File: config.mk
export PLATFORM = sky130hd
export DESIGN_NAME = booth_mul_ctrl
export DESIGN_NICKNAME = d
export VERILOG_FILES = /design/src/rtl/booth_mul_ctrl_pkg.sv /design/src/rtl/booth_mul_ctrl_iter_cnt.sv /design/src/rtl/booth_mul_ctrl.sv
export SDC_FILE = /design/constraint.sdc
export NUM_CORES = 1
export LEC_CHECK = 0
export CORE_AREA = 5 5 42 44
export DETAILED_ROUTE_END_ITERATION = 6
export DIE_AREA = 0 0 47 49
export SLEW_MARGIN = 20
export SYNTH_ARGS = -nofsm -noshare
export SYNTH_HDL_FRONTEND = slang
export SYNTH_SLANG_ARGS = --single-unit
File: constraint.sdc
create_clock -name i_clk -period 2 [get_ports i_clk]
set_input_delay 0.4 -clock i_clk [delete_from_list [all_inputs] [get_ports i_clk]]
set_output_delay 0.4 -clock i_clk [all_outputs]
set_load 0.01 [all_outputs]
File: src/rtl/booth_mul_ctrl_pkg.sv
// Shared definitions for the radix-2 Booth multiplier controller:
// FSM state encodings, accumulator mux codes and ALU operation codes.
package booth_mul_ctrl_pkg;

  localparam int N_DEFAULT = 4;

  typedef enum logic [1:0] {
    S_IDLE = 2'd0,
    S_INIT = 2'd1,
    S_ITER = 2'd2,
    S_DONE = 2'd3
  } state_t;

  localparam logic [1:0] ACC_ZERO = 2'b00;
  localparam logic [1:0] ACC_ALU  = 2'b01;
  localparam logic [1:0] ACC_PASS = 2'b10;

  localparam logic ALU_ADD = 1'b0;
  localparam logic ALU_SUB = 1'b1;

endpackage

File: src/rtl/booth_mul_ctrl_iter_cnt.sv
// Booth iteration counter: loaded with N, decremented once per iteration,
// flags the final iteration when the count reaches one. Never wraps below zero.
module booth_mul_ctrl_iter_cnt
  import booth_mul_ctrl_pkg::*;
#(
  parameter int N     = N_DEFAULT,
  parameter int CNT_W = $clog2(N) + 1
) (
  input  logic i_clk,
  input  logic i_rst,
  input  logic i_load,
  input  logic i_dec,
  output logic o_last
);

  logic [CNT_W-1:0] r_cnt;

  always_ff @(posedge i_clk) begin
    if (i_rst) begin
      r_cnt <= '0;
    end else if (i_load) begin
      r_cnt <= CNT_W'(N);
    end else if (i_dec && (r_cnt != '0)) begin
      r_cnt <= r_cnt - 1'b1;
    end
  end

  assign o_last = (r_cnt == CNT_W'(1));

endmodule

File: src/rtl/booth_mul_ctrl.sv
// Radix-2 Booth multiplier controller: sequences operand load, accumulator clear,
// N add/sub/pass-and-shift iterations, then holds done until the host acknowledges.
module booth_mul_ctrl
  import booth_mul_ctrl_pkg::*;
#(
  parameter int N     = N_DEFAULT,
  parameter int CNT_W = $clog2(N) + 1
) (
  input  logic       i_clk,
  input  logic       i_rst,
  input  logic       i_start,
  input  logic       i_ack,
  input  logic       i_q0,
  input  logic       i_qm1,
  output logic       o_ld_mq,
  output logic [1:0] o_acc_sel,
  output logic       o_add_sub,
  output logic       o_ld_acc,
  output logic       o_shift_q,
  output logic       o_busy,
  output logic       o_done
);

  state_t r_state;
  state_t w_next;
  logic   r_done;
  logic   w_cnt_load;
  logic   w_cnt_dec;
  logic   w_last;

  booth_mul_ctrl_iter_cnt #(
    .N     (N),
    .CNT_W (CNT_W)
  ) u_iter_cnt (
    .i_clk  (i_clk),
    .i_rst  (i_rst),
    .i_load (w_cnt_load),
    .i_dec  (w_cnt_dec),
    .o_last (w_last)
  );

  // o_done lags entry to DONE by one edge and drops on the same edge that accepts i_ack.
  always_ff @(posedge i_clk) begin
    if (i_rst) begin
      r_state <= S_IDLE;
      r_done  <= 1'b0;
    end else begin
      r_state <= w_next;
      r_done  <= (r_state == S_DONE) && !(i_ack && r_done);
    end
  end

  always_comb begin
    w_next     = r_state;
    o_ld_mq    = 1'b0;
    o_acc_sel  = ACC_ZERO;
    o_add_sub  = ALU_ADD;
    o_ld_acc   = 1'b0;
    o_shift_q  = 1'b0;
    o_busy     = 1'b0;
    w_cnt_load = 1'b0;
    w_cnt_dec  = 1'b0;

    case (r_state)
      S_IDLE: begin
        o_ld_mq = i_start && !i_rst;
        if (i_start) begin
          w_next = S_INIT;
        end
      end

      S_INIT: begin
        o_ld_acc   = 1'b1;
        o_acc_sel  = ACC_ZERO;
        o_busy     = 1'b1;
        w_cnt_load = 1'b1;
        w_next     = S_ITER;
      end

      // Booth recoding of {Q[0],Q[-1]} is decoded in the same cycle it is consumed.
      S_ITER: begin
        o_ld_acc  = 1'b1;
        o_shift_q = 1'b1;
        o_busy    = 1'b1;
        w_cnt_dec = 1'b1;
        case ({i_q0, i_qm1})
          2'b10: begin
            o_acc_sel = ACC_ALU;
            o_add_sub = ALU_SUB;
          end
          2'b01: begin
            o_acc_sel = ACC_ALU;
            o_add_sub = ALU_ADD;
          end
          default: begin
            o_acc_sel = ACC_PASS;
            o_add_sub = ALU_ADD;
          end
        endcase
        if (w_last) begin
          w_next = S_DONE;
        end
      end

      S_DONE: begin
        if (i_ack && r_done) begin
          w_next = S_IDLE;
        end
      end

      default: begin
        w_next = S_IDLE;
      end
    endcase
  end

  assign o_done = r_done;

endmodule

; Yosys cells after proc, flatten, opt, wreduce, memory -nomap -nowiden
; Cells that the tools add are included.
[totals]
register_bits = 6
inputBits = 6
out_inout_bits = 8
elab_cells = 41
[op_classes]
add_sub_neg = 1
n_eq_ne = 9
mux = 14
n_reduce_logical = 13
[op_table]
columns = operator, n
row1 = 2-to-1 mux 2 bit, 5
row2 = one-hot mux 2 bit (4 select lines), 1
row3 = == test 2 bit (second input constant), 3
row4 = 2-to-1 mux 1 bit, 6
row5 = 2-to-1 mux 3 bit, 2
row6 = OR reduction 2 bit, 3
row7 = == test 2 x 1 -> 1 bit (second input constant), 2
row8 = logical AND 1 bit, 4
row9 = != test 2 x 1 -> 1 bit (second input constant), 2
row10 = == test 3 x 1 -> 1 bit (second input constant), 1
row11 = AND reduction 3 bit, 1
row12 = nonzero test 3 bit, 1
row13 = subtractor 3 x 1 -> 3 bit (second input constant), 1
row14 = logical NOT 1 bit, 2
row15 = logical NOT 2 bit, 1
row16 = != test 2 bit (second input constant), 1
row17 = nonzero test 2 bit, 1

; Logic depth before layout (Yosys ltp)
[depth]
ltp_word = 5
mapped_depth = 5
mapped_depth_nobuf = 5

; Modules after synthesis
; A second synthesis with hierarchy kept.
[unflattened]
cells_unflattened = 48
area_unflattened_um2 = 462.9
[modules_own_cells]
columns = mod, n_inst, cells_each, area_per_inst_um2, seq_area_each_um2
row1 = booth_mul_ctrl, 1, 28, 264.0, 60.1
row2 = booth_mul_ctrl_iter_cnt, 1, 20, 198.9, 60.1

; Least setup slack after synthesis
; OpenSTA, ideal clock, no wires.
[synth_timing]
kind = register to output
from = register r_state[0]
to = output port o_acc_sel[1]
arrival_time_ns = 1.060
required_ns = 1.600
slack_ns = 0.540
path_stages_with_launch = 5
path_buffers = 1
cell_sequence = dfxtp_1 inv_1 ha_1 clkbuf_1 and2_1
[synth_via]
elab_chain_len = 2
[synth_rtl]
columns = item, line_no
row1 = start: declaration, booth_mul_ctrl.sv:24  ; state_t r_state;
row2 = start signal: assignment, booth_mul_ctrl.sv:48  ; r_state <= w_next;
row3 = == test 2 bit, booth_mul_ctrl.sv:64  ; case (r_state)
row4 = 2-to-1 mux 2 bit, booth_mul_ctrl.sv:64
row5 = end: declaration, booth_mul_ctrl.sv:16  ; output logic [1:0] o_acc_sel,
; Every way passes these cells.

; Worst setup path after layout
[layout_timing]
from = input port i_qm1
to = output port o_acc_sel[1]
[layout_via]
elab_chain_len = 4
word_cells_on_any_way = 5
classes_between = eq/ne (2) / mux (2) / reduce/logical (1)
[layout_rtl]
columns = item, line_no
row1 = start: declaration, booth_mul_ctrl.sv:14  ; input logic i_qm1,
row2 = == test 2 bit / == test 2 x 1 -> 1 bit (equally long branches), booth_mul_ctrl.sv:86  ; case ({i_q0, i_qm1})
row3 = OR reduction 2 bit (no line) *, --
row4 = 2-to-1 mux 2 bit *, booth_mul_ctrl.sv:86
row5 = 2-to-1 mux 2 bit *, booth_mul_ctrl.sv:64
; Every way passes the cells marked *; elsewhere a longest branch is shown, timed or not.

==> summary.txt <==
CTS
  • Root Driver: clkbuf_4
  • Clock transition at path regs: 0.05 ns
  • Total CTS buffers: 3
  • CTS tree: yes
  • Sinks on Clock Net: 6
  • H-tree depth: 1
  • Post-CTS Setup Bufs: 0
  • CTS max path bufs: 2
  • Worst-skew pair later-pin latency: 0.25 ns

Final layout
  • Area growth, synth to finish: 41.8%
  • Final instance area: 619 um^2
  • Layout Nets: 80
  • Diodes inserted: 0
  • Share of layout cells above drive strength 1: 14.3%

Floorplanning
  • Floorplan core area: 1400 um^2
  • I/O pins: 14
  • Starting Density: 31.2%
  • Die width: 47 um
  • Rows: 14
  • Die span in y: 49 um
  • DIE AREA: 2300 um^2

Routing
  • Number of remaining DRC errors: 0
  • Antenna Nets Post-Route: 0
  • DRT Pass-1 Iters: 2
  • Initial drt markers: 1
  • Vias per inst: 4.66
  • Overall via count from detail_route: 368
  • Total Wirelength: 887 um
  • WL per Instance: 11.2 um

Place
  • Hpwl dp: 705 um
  • Post-Place Worst Slack: -0.208 ns
  • Buffers added on ports: 13
  • Placed cell areas: 591 um^2
  • Final Wtd Congestion: 0.741

Timing
  • Max-slew violations: 0
  • Slew margin rel.: 72.7%
  • Least-Margin Pin Slew: 0.399 ns
  • Setup violators final: 0
  • Post-route worst setup slack: 0.0817 ns
  • Final Hold Vio Count: 0
  • Setup Skew: 0.00134 ns
  • Post-layout minimum cycle time: 1.92 ns
  • Fmax: 0.521 GHz
  • RSZ-0062 raised after global routing: false
  • Crit share post-route: 95.9%

Setup path
  • Slowest CP cell: clkdlybuf4s50_1
  • Crit Path Category: primary input to output pin
  • CP peak stage delay: 0.45 ns
  • Worst Setup Start Kind: primary input
  • Arr. time, crit path: 1.52 ns
  • Critical Path RT: 1.60 ns
  • Crit-path cells: clkdlybuf4s50_1, inv_1, ha_1, and2_1, clkdlybuf4s15_1
  • Max Fanout on Critical Path: 2
  • Type of element capturing the critical path: output pin

Synth
  • Share of the synthesized area in the top cell type: 27.5%
  • Netlist cell types: 23
  • Synth area leader: dfxtp_1
  • Number of synthesized flops with an enable pin: 0
  • Syn avg cell area: 9.29 um^2
  • Ys Warns: 0
  • Ranking of synthesized cells by area: dfxtp_1 28%, ha_1 26%, inv_1 5.2%, nand2b_1 4.3%, a311oi_1 4.0%
  • Cells after synthesis: 47
  • Mapped Nets: 62
  • Count leader, synth: ha_1
  • Sequential area share after synthesis: 27.5%
  • Ys flop type: dfxtp_1
  • Commonest cells in the netlist: 9 x ha_1, 6 x dfxtp_1, 6 x inv_1, 3 x nand2b_1
  • Mapped Area: 437 um^2
  • Asr flop ratio synth: 0%
  • Synth Register Bits: 6

Pwr
  • Leakage power: 0.296 nW
  • Reg power frac: 27.5%
  • Pint: 0.000399 W
  • PwrDens: 1020 nW/um^2
  • Maximum vdd drop: 0.520 mV
  • NetSw: 0.000233 W
  • Clock Power Share: 18.3%
  • Sw frac: 36.9%
  • Combinational power share: 54.2%

Global routing
  • Initial antenna violation count: 0
  • Largest net degree at the start of global routing: 8
  • Total track usage: 8.52%
  • Vias in the first global route: 328
  • GR Overflow Total: 0
  • First-pass GRT wire length: 1.34 mm

Hold path
  • Hold Crit Class: register to register

Job
  • Max-capacitance violation count: 0

Status
  • Status: finished clean
worst max-delay path, delay by kind of cell:
kind          cells  cell delay, ns
buf+inv           3            0.71
fa+ha+maj         1            0.27
simple gates      1            0.14
worst paths after layout:
path | slack [ns] | depth (start not counted) | endpoint | from
hold / removal | 0.52 | 2 | r_state[1] | r_state[1]
setup reg to reg | 0.58 | 5 | r_state[0] | r_state[0]
hold reg to reg | 0.52 | 2 | r_state[1] | r_state[1]
setup / recovery | 0.08 | 5 | o_acc_sel[1] | i_qm1
final cells by class:
type | count | area, um^2
Clock buffer | 3 | 22.5
Timing Repair Buffer | 15 | 148
Inverter | 6 | 22.5
Tap cell | 16 | 20.0
Fill cell | 147 | 782
Sequential cell | 6 | 121
Multi-Input combinational cell | 33 | 285
power by group through the flow:
stage,Sequential [W],Combinational (W),Clock [W]
3_5_place_dp,0.000175,0.000354,0
5_1_grt,0.000177,0.000375,0.000127
3_3_place_gp,0.000175,0.000353,0
6_report,0.000174,0.000343,0.000115
2_1_floorplan,0.000169,0.000231,0
4_1_cts,0.000174,0.000354,0.000120
routing by layer:
metal  track usage (%)  part of all wire (%)  up-vias
li1                  -                     -      195
met1              11.4                    48      154
met2              9.28                    38       15
met3              3.69                    10        4
met4              8.29                   3.3        0
met5                 0                     0        -
cell families after synthesis:
logic type	Yosys count	share of synthesized area, %
and+or+nand+nor	14	20.9
adders and majority gates	9	25.8
muxes	1	2.29
AOI/OAI and AO/OA	9	15.8
buffers and inverters	8	7.74
DFF	6	27.5
through the flow:
step	hold WS [ns]	total power [W]	TNS [ns]	std cells	util [%]
floorplan	0.472	0.000400	0	47	-
global placement	0.497	0.000528	-0.462	76	42.1
detailed placement	0.514	0.000529	-0.478	76	42.1
CTS	0.523	0.000648	0	79	43.7
global route	0.539	0.000679	0	79	44.2
finish	0.522	0.000632	0	79	44.2
state kept, by name (all words and copies together) (netlist names):
register and count:
o_done 1, r_state 2, u_iter_cnt.r_cnt 3
cells in the final DEF (no fill, tap or decap), types with 2 or more instances in the layout:
cell type | netlist | final
clkdlybuf4s50_1 | 0 | 7
a21oi_1 | 2 | 2
nor2b_1 | 2 | 2
and2_1 | 2 | 2
dlygate4sd2_1 | 0 | 2
a311oi_1 | 2 | 2
clkbuf_4 | 0 | 3
ha_1 | 9 | 8
inv_1 | 6 | 6
dlymetal6s2s_1 | 0 | 2
dfxtp_1 | 6 | 5
nand2b_1 | 3 | 3
clkdlybuf4s15_1 | 0 | 2
buf_4 | 1 | 2
repair_timing:
item,CTS,global route
setup endpoints to repair,4,4
hold endpoints to repair,0,0
pin swaps,0,0
hold buffers,0,0
resized for setup,6,4
Note: power is estimated with default switching activity, not from simulation.
